===== src/rtl/pc_gen.sv =====
// Fetch-stage program counter: offers pc to instruction memory over valid/ready,
// advances by 4 on acceptance, redirects on branch/JAL/JALR, supports halt/resume.
module pc_gen #(
    parameter int               XLEN         = 32,
    parameter logic [XLEN-1:0]  RESET_VECTOR = 32'h0,
    parameter logic [XLEN-1:0]  TRAP_VECTOR  = 32'h100,
    parameter int               CNT_W        = 32
) (
    input  logic             clk,
    input  logic             reset,
    input  logic             pc_ready,
    input  logic             redirect_valid,
    input  logic             redirect_jalr,
    input  logic [XLEN-1:0]  redirect_base,
    input  logic [XLEN-1:0]  imm,
    input  logic [XLEN-1:0]  rs1,
    input  logic             halt_req,
    input  logic             resume,
    output logic [XLEN-1:0]  pc,
    output logic             pc_valid,
    output logic             halted,
    output logic             misalign_err,
    output logic [XLEN-1:0]  bad_addr,
    output logic [CNT_W-1:0] fetch_count,
    output logic [1:0]       fsm_state
);

    // Handshake: a fetch is accepted on a rising edge where pc_valid and pc_ready are
    // both high; while pc_valid is high and not accepted, pc only changes by redirect.
    typedef enum logic [1:0] {
        ST_BOOT   = 2'd0,
        ST_RUN    = 2'd1,
        ST_HALTED = 2'd2
    } state_t;

    state_t           state_q, state_d;
    logic [XLEN-1:0]  pc_q, pc_d;
    logic             misalign_q, misalign_d;
    logic [XLEN-1:0]  bad_addr_q, bad_addr_d;
    logic [CNT_W-1:0] count_q, count_d;

    logic [XLEN-1:0]  target_sum;
    logic [XLEN-1:0]  target;
    logic             target_misaligned;

    // Carry out of the add is discarded, so targets wrap modulo 2^XLEN.
    always_comb begin
        target_sum = redirect_jalr ? (rs1 + imm) : (redirect_base + imm);
        target     = redirect_jalr ? {target_sum[XLEN-1:1], 1'b0} : target_sum;
        target_misaligned = (target[1:0] != 2'b00);
    end

    always_comb begin
        state_d    = state_q;
        pc_d       = pc_q;
        misalign_d = 1'b0;
        bad_addr_d = bad_addr_q;
        count_d    = count_q;

        case (state_q)
            ST_BOOT: begin
                state_d = ST_RUN;
            end
            ST_RUN: begin
                if (redirect_valid) begin
                    if (target_misaligned) begin
                        pc_d       = TRAP_VECTOR;
                        bad_addr_d = target;
                        misalign_d = 1'b1;
                    end else begin
                        pc_d = target;
                    end
                end else if (pc_ready) begin
                    pc_d    = pc_q + XLEN'(4);
                    count_d = count_q + CNT_W'(1);
                end
                if (halt_req) begin
                    state_d = ST_HALTED;
                end
            end
            ST_HALTED: begin
                // Redirect acts as a debug set-PC while halted; fetches are not counted.
                if (redirect_valid) begin
                    if (target_misaligned) begin
                        pc_d       = TRAP_VECTOR;
                        bad_addr_d = target;
                        misalign_d = 1'b1;
                    end else begin
                        pc_d = target;
                    end
                end
                if (resume) begin
                    state_d = ST_RUN;
                end
            end
            default: begin
                state_d = ST_BOOT;
            end
        endcase
    end

    always_ff @(posedge clk) begin
        if (reset) begin
            state_q    <= ST_BOOT;
            pc_q       <= RESET_VECTOR;
            misalign_q <= 1'b0;
            bad_addr_q <= '0;
            count_q    <= '0;
        end else begin
            state_q    <= state_d;
            pc_q       <= pc_d;
            misalign_q <= misalign_d;
            bad_addr_q <= bad_addr_d;
            count_q    <= count_d;
        end
    end

    assign pc           = pc_q;
    assign pc_valid     = (state_q == ST_RUN);
    assign halted       = (state_q == ST_HALTED);
    assign misalign_err = misalign_q;
    assign bad_addr     = bad_addr_q;
    assign fetch_count  = count_q;
    assign fsm_state    = state_q;

endmodule


===== config.mk =====
export PLATFORM = sky130hd
export DESIGN_NAME = pc_gen
export DESIGN_NICKNAME = d
export VERILOG_FILES = /design/src/rtl/pc_gen.sv
export SDC_FILE = /design/constraint.sdc
export NUM_CORES = 1
export LEC_CHECK = 0
export ABC_AREA = 1
export CAP_MARGIN = 20
export CORE_MARGIN = 8
export CORE_UTILIZATION = 46
export CTS_CLUSTER_DIAMETER = 120
export DETAILED_ROUTE_END_ITERATION = 7
export GPL_ROUTABILITY_DRIVEN = 0
export PLACE_DENSITY = 0.79
export RECOVER_POWER = 25
export SYNTH_ARGS = -nofsm -noshare
export SYNTH_HDL_FRONTEND = slang
export SYNTH_SLANG_ARGS = --single-unit

===== constraint.sdc =====
create_clock -name clk -period 2.56 [get_ports clk]
set_input_delay 0.384 -clock clk [delete_from_list [all_inputs] [get_ports clk]]
set_output_delay 0.384 -clock clk [all_outputs]
set_load 0.03 [all_outputs]

### Word level (Yosys, flattened, before mapping)

Index checks and enable logic that the tools add are counted.

| word-level totals | value |
|---|---|
| word-level logic and storage cells | 37 |
| register bits | 99 |
| output and inout port bits | 101 |

| cells by class | value |
|---|---|
| bitwise gates (word level) | 2 |
| multiplexer cells | 11 |
| add/sub/neg operators | 4 |
| equality and inequality tests | 6 |
| reductions and logical operators | 9 |

Operator list:

| operator | count |
|---|---|
| $mux W32 | 5 |
| $add A32 B32 Y32 | 2 |
| $pmux W32 S2 | 1 |
| $add A32 B1 Y32 const B | 1 |
| $add A32 B3 Y32 const B | 1 |
| $reduce_and A3 Y1 | 3 |
| $ne A2 B2 Y1 const B | 3 |
| $pmux W2 S3 | 1 |
| $mux W2 | 2 |
| $reduce_bool A2 Y1 | 2 |
| $ne A3 B3 Y1 const B | 1 |
| $reduce_or A3 Y1 | 1 |
| $eq A2 B1 Y1 const B | 1 |
| $eq A2 B2 Y1 const B | 1 |
| $logic_not A2 Y1 | 1 |
| $mux W1 | 2 |
| $not A1 Y1 | 2 |
| $reduce_and A2 Y1 | 1 |
| $reduce_or A2 Y1 | 1 |

### Depth between registers and ports, before layout

Gate-level depths: netlist of run 1.

| depth | value |
|---|---|
| depth in word-level cells | 7 |
| gate-level depth with buffers | 19 |
| mapped depth without buffers | 18 |

### Worst setup path before layout of run 1

No wires, ideal clock.

| timing path | value |
|---|---|
| path kind | input to register |
| from | in redirect_jalr |
| to | reg pc_q[4] (netlist: pc[4]) |
| setup time | 95 ps |
| stages on the path | 12 |
| slack | 91 ps |
| arrival | 2374 ps |
| data required time | 2465 ps |
| path buffers | 3 |
| path through | buf_2 -> inv_2 -> clkbuf_1 -> nand2_1 -> nand2_1 -> fa_1 -> a21oi_4 -> inv_2 -> nor2_1 -> buf_2 -> nand2_1 -> a221oi_1 |

| on the way | value |
|---|---|
| elaborated cells on any way between the ends | 7 |
| classes of those cells | 6 x mux; 1 x reduce/logical |

RTL lines:

| element | RTL line | text |
|---|---|---|
| start: declaration | 13 | `input logic redirect_jalr,` |
| $mux W32 * | 48 | `target_sum = redirect_jalr ? (rs1 + imm) : (redirect_base + imm);` |
| named net target[1] | 43 | `logic [XLEN-1:0] target;` |
| $reduce_bool A2 Y1 * | 50 | `target_misaligned = (target[1:0] != 2'b00);` |
| $mux W32 * | 66, 84 |  |
| $mux W32, on equally long branches | 83, 65 |  |
| $pmux W32 S2 * | 60 | `case (state_q)` |
| end signal: assignment | 111 | `pc_q <= pc_d;` |
| end: declaration | 37 | `logic [XLEN-1:0] pc_q, pc_d;` |

The timed path passes the listed nets; every way through them passes the cells marked *. The select of a mux whose other input is x is not followed.
A chain may end at the register's enable or synchronous reset.

### Final worst setup path of run 1

| timing path | value |
|---|---|
| from | reg state_q[1] (netlist: fsm_state[1]) |
| to | reg count_q[28] (netlist: fetch_count[28]) |

| on the way | value |
|---|---|
| cells in the longest elaborated chain, start to end | 2 |

RTL lines:

| element | RTL line | text |
|---|---|---|
| start: declaration | 36 | `state_t state_q, state_d;` |
| start signal: assignment | 110 | `state_q <= state_d;` |
| $eq A2 B1 Y1 | 60 |  |
| $reduce_and A3 Y1 (no line) | - |  |
| end signal: assignment | 114 | `count_q <= count_d;` |
| end: declaration | 40 | `logic [CNT_W-1:0] count_q, count_d;` |

Every way passes these cells.

==> results of run 1 <==
-- worst max-delay path, stage by stage (launching register included) --
cell,delay (ns)
dfxtp_1,0.33
inv_1,0.09
ha_1,0.31
nand3_4,0.15
nor2_1,0.18
inv_2,0.07
nor2_1,0.32
nand3_2,0.18
nor2_4,0.14
nand3_2,0.10
nor2_2,0.16
nand3_1,0.09
a21oi_1,0.14
-- cells by family after synthesis --
family,after synthesis,share of synthesized area [%]
flip-flops,99,24.7
XOR/XNOR,20,2.18
buffers and inverters,268,12.6
AO/OA/AOI/OAI,187,13.0
adder cells (fa/ha/maj),37,5.86
AND/OR/NAND/NOR,779,41.6
-- what timing repair did --
item,CTS,global route
hold endpoints to repair,0,0
pin swaps,0,2
endpoints found under the setup margin,3,59
gates resized for setup,3,41
-- power groups by stage --
stage | clock network, mW | logic, mW | registers, mW
final | 1.33 | 4.14 | 2.25
after global routing | 1.41 | 4.50 | 2.29
after CTS | 1.34 | 4.10 | 2.25
after detailed placement | 0 | 4.07 | 2.27
after global placement | 0 | 4.01 | 2.27
after floorplan | 0 | 1.75 | 2.79
-- per-layer routing --
| metal | track usage (%) | wire length, um |
|---|---|---|
| met4 | 9.28 | 875 |
| met2 | 40.4 | 12700 |
| met3 | 4.16 | 2050 |
| met5 | 0 | 0 |
| met1 | 29.5 | 11600 |
-- how the worst min path moves through the flow --
stage | to | slack, ns | cells past startpoint
detailed placement | pc[0] | 0.45 | 2
global route | fetch_count[27] | 0.46 | 4
CTS | pc[0] | 0.46 | 2
floorplan | pc[0] | 0.57 | 2
global placement | pc[0] | 0.43 | 2
finish | fetch_count[27] | 0.45 | 4
-- layout by cell type (no fill, tap or decap), types with 24 or more instances in the layout --
| master | netlist | routed |
|---|---|---|
| nand2_1 | 495 | 484 |
| inv_1 | 226 | 226 |
| clkdlybuf4s50_1 | 0 | 166 |
| nor2_1 | 110 | 99 |
| dfxtp_1 | 99 | 99 |
| a21oi_1 | 89 | 87 |
| buf_4 | 0 | 80 |
| nand3_1 | 77 | 75 |
| o21ai_0 | 53 | 53 |
| dlygate4sd3_1 | 0 | 35 |
| nor3_1 | 28 | 28 |
| ha_1 | 36 | 24 |
-- layout make-up --
type,count,area share [%]
Clock buffer,10,2.00
Clock inverter,6,0.525
Inverter,233,7.64
Multi-Input combinational cell,1023,46.0
Sequential cell,99,17.3
Tap cell,225,2.46
Timing Repair Buffer,290,24.1
-- per-stage QoR --
| step | setup WS [ns] | hold slack [ns] | setup TNS [ns] | instance area (um2) |
|---|---|---|---|---|
| 2_1_floorplan | 0.0911 | 0.574 | 0 | 8030 |
| 3_3_place_gp | -0.370 | 0.433 | -14.73 | 10900 |
| 3_5_place_dp | -0.414 | 0.448 | -17.27 | 10900 |
| 4_1_cts | 0.00275 | 0.460 | 0 | 11200 |
| 5_1_grt | 0.0117 | 0.465 | 0 | 11400 |
| 6_report | 0.216 | 0.451 | 0 | 11400 |
-- flip-flops by register name (all words and copies together) (netlist names) --
signal and cells:
fetch_count 32, fsm_state 2, bad_addr 32, pc 32, misalign_err 1
==> results.ini, run 1 <==
[power_and_ir_drop]
p_leak_nw = 5.51
clockPowerShare_pct = 17.2
pwr-share-seq_pct = 29.1
p_per_area_nw_per_um2 = 674
ir_drop_v = 0.000545
swShare_pct = 45.2
p_switching_mw = 3.49
comb_power_share_pct = 53.7
power_mw = 7.72
p_int_mw = 4.22

[logic_synthesis]
yosys.area.top_type = dfxtp_1
ys_async_sr_fraction_pct = 0
synth_edf_count = 0
synth_top_area_share_pct = 24.7
yosysMostFrequentCell = nand2_1
ys_ff_latch = 99
avgSynthCellArea_um2 = 5.78
synth_common_cells = 495 x nand2_1, 226 x inv_1, 110 x nor2_1
synth_cell_types = 46
syn_area_um2 = 8030
ys.flop_type = dfxtp_1
ys_seq_area_share_pct = 24.7
syn_nets = 1530
synthCells = 1390
ys_warn_count = 0
synth.area.top_cells = dfxtp_1 25%, nand2_1 23%, inv_1 11%, ha_1 5.6%, a21oi_1 5.5%

[worst_setup_path]
cp.arrival_ns = 2.62
endpoint = fetch_count[28]
r2r_end = fetch_count[28]
path_class = reg2reg
startpoint_type = register
timing.rr.start = fsm_state[1]
required_ns = 2.83
reg2reg_depth = 12
crit_start = fsm_state[1]
endpoint_kind = register
rrSetupSlack_ns = 0.22
worstPathMaxFanout = 6

[sta]
tightest_slew_ns = 0.561
relSlewSlack_pct = 62.2
fin_skew_ns = 0.00972
fmax_mhz = 427
setup_viol = 0
post-route-min-period_ns = 2.34
drv_slew = 0
hold_viol = 0
rsz0062_at_grt = false
fin_crit_sh_pct = 91.6

[route]
route.detailed.drc = 0
ant_nets = 0
drtIter0Drc = 664
first_pass_iters = 5
wire_per_inst_um = 14.4
postRouteWirelength_um = 27200
vias = 9644
vias_per_cell = 5.11

[cells_and_area]
multi_input_area_um2 = 5260
antenna_cells = 0
seq_area_um2 = 1980
layout.cells.non_filler = 1886
fillers = 1590
fin_util_pct = 66.7
drive_gt1_share_pct = 11.0
area_delta_synth_final_pct = 42.6
fin_nets = 1796

[die]
initial_core_util_pct = 46.7
fp.dieW_um = 148
io_pins = 204
dieArea_um2 = 21900
rows = 48
coreArea_um2 = 17200
die_y_um = 148

[global_routing]
antenna_found_initial = 0
gr-usage-all-layers_pct = 23.8
overflow = 0
grt_pass1_wl_um = 43500
grt_pass1_vias = 9147
grt_max_degree = 46

[clock_network]
cts_root_buf = clkbuf_16
cts.clk_slew.worst_paths_ns = 0.08
numCtsBuffers = 9
clkLatencyLatePin_ns = 0.35
htreeDepth = 3
clockBufferDepth = 2
cts_hold_buf = 0
cts_setup_buffers = 0
cts_sinks = 99
tritoncts = yes

[job]
cap_violations = 0

[place]
io_buffers = 203
dp_hpwl_um = 21600
place_inst = 1869

[worst_hold_path]
hp-class = in2reg
min_from = reset

[status]
outcome = completed

(Power assumes the default switching activity.)
==> run 2, diff against run 1 <==
==> constraint.sdc (replaced) <==
create_clock -name clk -period 2.56 [get_ports clk]
set_input_delay 0.256 -clock clk [delete_from_list [all_inputs] [get_ports clk]]
set_output_delay 0.256 -clock clk [all_outputs]
set_load 0.03 [all_outputs]
==> results.ini, run 2 (same netlist as run 1, synthesis figures left out) <==
[status]
outcome = completed

[clock_network]
cts_sinks = 99
cts_hold_buf = 0
cts_root_buf = clkbuf_16
clkLatencyLatePin_ns = 0.36
tritoncts = yes
htreeDepth = 3
cts.clk_slew.worst_paths_ns = 0.07
clockBufferDepth = 2
numCtsBuffers = 9

[route]
vias = 9663
vias_per_cell = 5.14
route.detailed.drc = 0
first_pass_iters = 6
ant_nets = 0
drtIter0Drc = 724
wire_per_inst_um = 14.3
postRouteWirelength_um = 26800

[worst_setup_path]
path_class = in2reg
startpoint_type = primary input
cp.arrival_ns = 2.45
required_ns = 2.78
worstPathMaxFanout = 3
endpoint_kind = register

[global_routing]
grt_pass1_vias = 9046
grt_max_degree = 46
gr-usage-all-layers_pct = 23.9
overflow = 0
antenna_found_initial = 0
grt_pass1_wl_um = 43500

[die]
io_pins = 204
initial_core_util_pct = 46.7
die_y_um = 148
dieArea_um2 = 21900
fp.dieW_um = 148
coreArea_um2 = 17200
rows = 48

[place]
placed_cell_area_um2 = 10900
dp_hpwl_um = 21700
io_buffers = 203

[sta]
fin_skew_ns = 0.00925
hold_viol = 0
drv_slew = 0
setup_viol = 0
whs_ns = 0.445
fin_crit_sh_pct = 87.4
fmax_mhz = 447
relSlewSlack_pct = 31.3
post-route-min-period_ns = 2.24
rsz0062_at_grt = false
tightest_slew_ns = 1.02

[cells_and_area]
fin_nets = 1792
area_delta_synth_final_pct = 39.3
antenna_cells = 0
drive_gt1_share_pct = 8.39
final_cell_mix = 494 x nand2_1, 226 x inv_1, 164 x clkdlybuf4s50_1
stdcell_area_um2 = 11200
final_common_cell = nand2_1

[power_and_ir_drop]
p_per_area_nw_per_um2 = 689
p_leak_nw = 5.48
ir_drop_v = 0.000649
power_mw = 7.70

[worst_hold_path]
hp-class = reg2reg

[job]
cap_violations = 0

-- run 2: changes by cell type in the layout (fill, tap and decap cells not counted), moves of 4 or more --
cell     before  now
nor2_2       19    8
buf_12        6    2
nor2_1       99  108
ha_1         24   36
nand2_2      16    6
ha_4         12    0
nand2_1     484  494
-- run 2: per-layer routing --
layer  global-route usage (%)  share of wire [%]  vias to the layer above
li1                         -                  -                     4903
met1                     28.7                 42                     4309
met2                     40.9                 47                      399
met3                     5.50                8.4                       52
met4                     8.87                2.8                        0
met5                        0                  0                        -
-- run 2: what timing repair did --
action / 4_1_cts / 5_1_grt
gates resized for setup: 0 / 5
endpoints found under the setup margin: 0 / 37
setup buffers: 0 / 0
-- run 2: through the flow --
| step | cells | TNS (ns) | setup slack [ns] | util [%] |
|---|---|---|---|---|
| finish | 1881 | 0 | 0.322 | 65.1 |
| floorplan | 1390 | 0 | 0.219 | - |
| global placement | 1866 | -6.90 | -0.225 | 63.2 |
| detailed placement | 1866 | -9.04 | -0.246 | 63.2 |
| CTS | 1881 | 0 | 0.121 | 65.0 |
| global route | 1881 | 0 | 0.0822 | 65.1 |
-- run 2: final timing paths --
path | end | start | depth (start not counted) | slack (ns)
hold reg to reg | pc[0] | pc[0] | 2 | 0.45
hold / removal | pc[0] | pc[0] | 2 | 0.45
setup reg to reg | fetch_count[31] | fsm_state[1] | 11 | 0.32
setup / recovery | pc[26] | rs1[0] | 15 | 0.32
-- run 2: final cells by class --
| cell class | count | area (um2) |
|---|---|---|
| inverters | 233 | 875 |
| clock buffers | 10 | 229 |
| multi-input cells | 1023 | 5050 |
| flip-flops and latches | 99 | 1980 |
| well taps | 225 | 282 |
| fillers | 1637 | 6000 |
| repair buffers | 286 | 2680 |
| clock inverters | 5 | 86.3 |
-- run 2: worst max-delay path, cell delays in order --
cell,delay [ns]
clkdlybuf4s50_1,0.42
nand2_1,0.07
nand2_1,0.05
ha_1,0.20
fa_1,0.42
nand2_1,0.09
nand3_1,0.13
nand2_1,0.09
nand2_1,0.12
nand2_1,0.14
nand3_1,0.13
nand3_1,0.15
nand2_1,0.06
nand2_1,0.07
a21oi_1,0.05
-- run 2: where the power goes --
group	internal, mW	total (mW)	switching, mW
Clock	0.859	1.49	0.629
Sequential	1.86	2.22	0.359
Combinational	1.56	3.99	2.42
Total	4.29	7.70	3.41
==> run 3, diff against run 2 <==
--- a/config.mk
+++ b/config.mk
@@ -10,8 +10,10 @@
 export CORE_MARGIN = 8
 export CORE_UTILIZATION = 46
 export CTS_CLUSTER_DIAMETER = 120
+export CTS_CLUSTER_SIZE = 14
 export DETAILED_ROUTE_END_ITERATION = 7
 export GPL_ROUTABILITY_DRIVEN = 0
+export HOLD_SLACK_MARGIN = 0.03
 export PLACE_DENSITY = 0.79
 export RECOVER_POWER = 25
 export SYNTH_ARGS = -nofsm -noshare
==> results of run 3 <==
The final DEF is identical to that of run 2; final timing and power are the same.
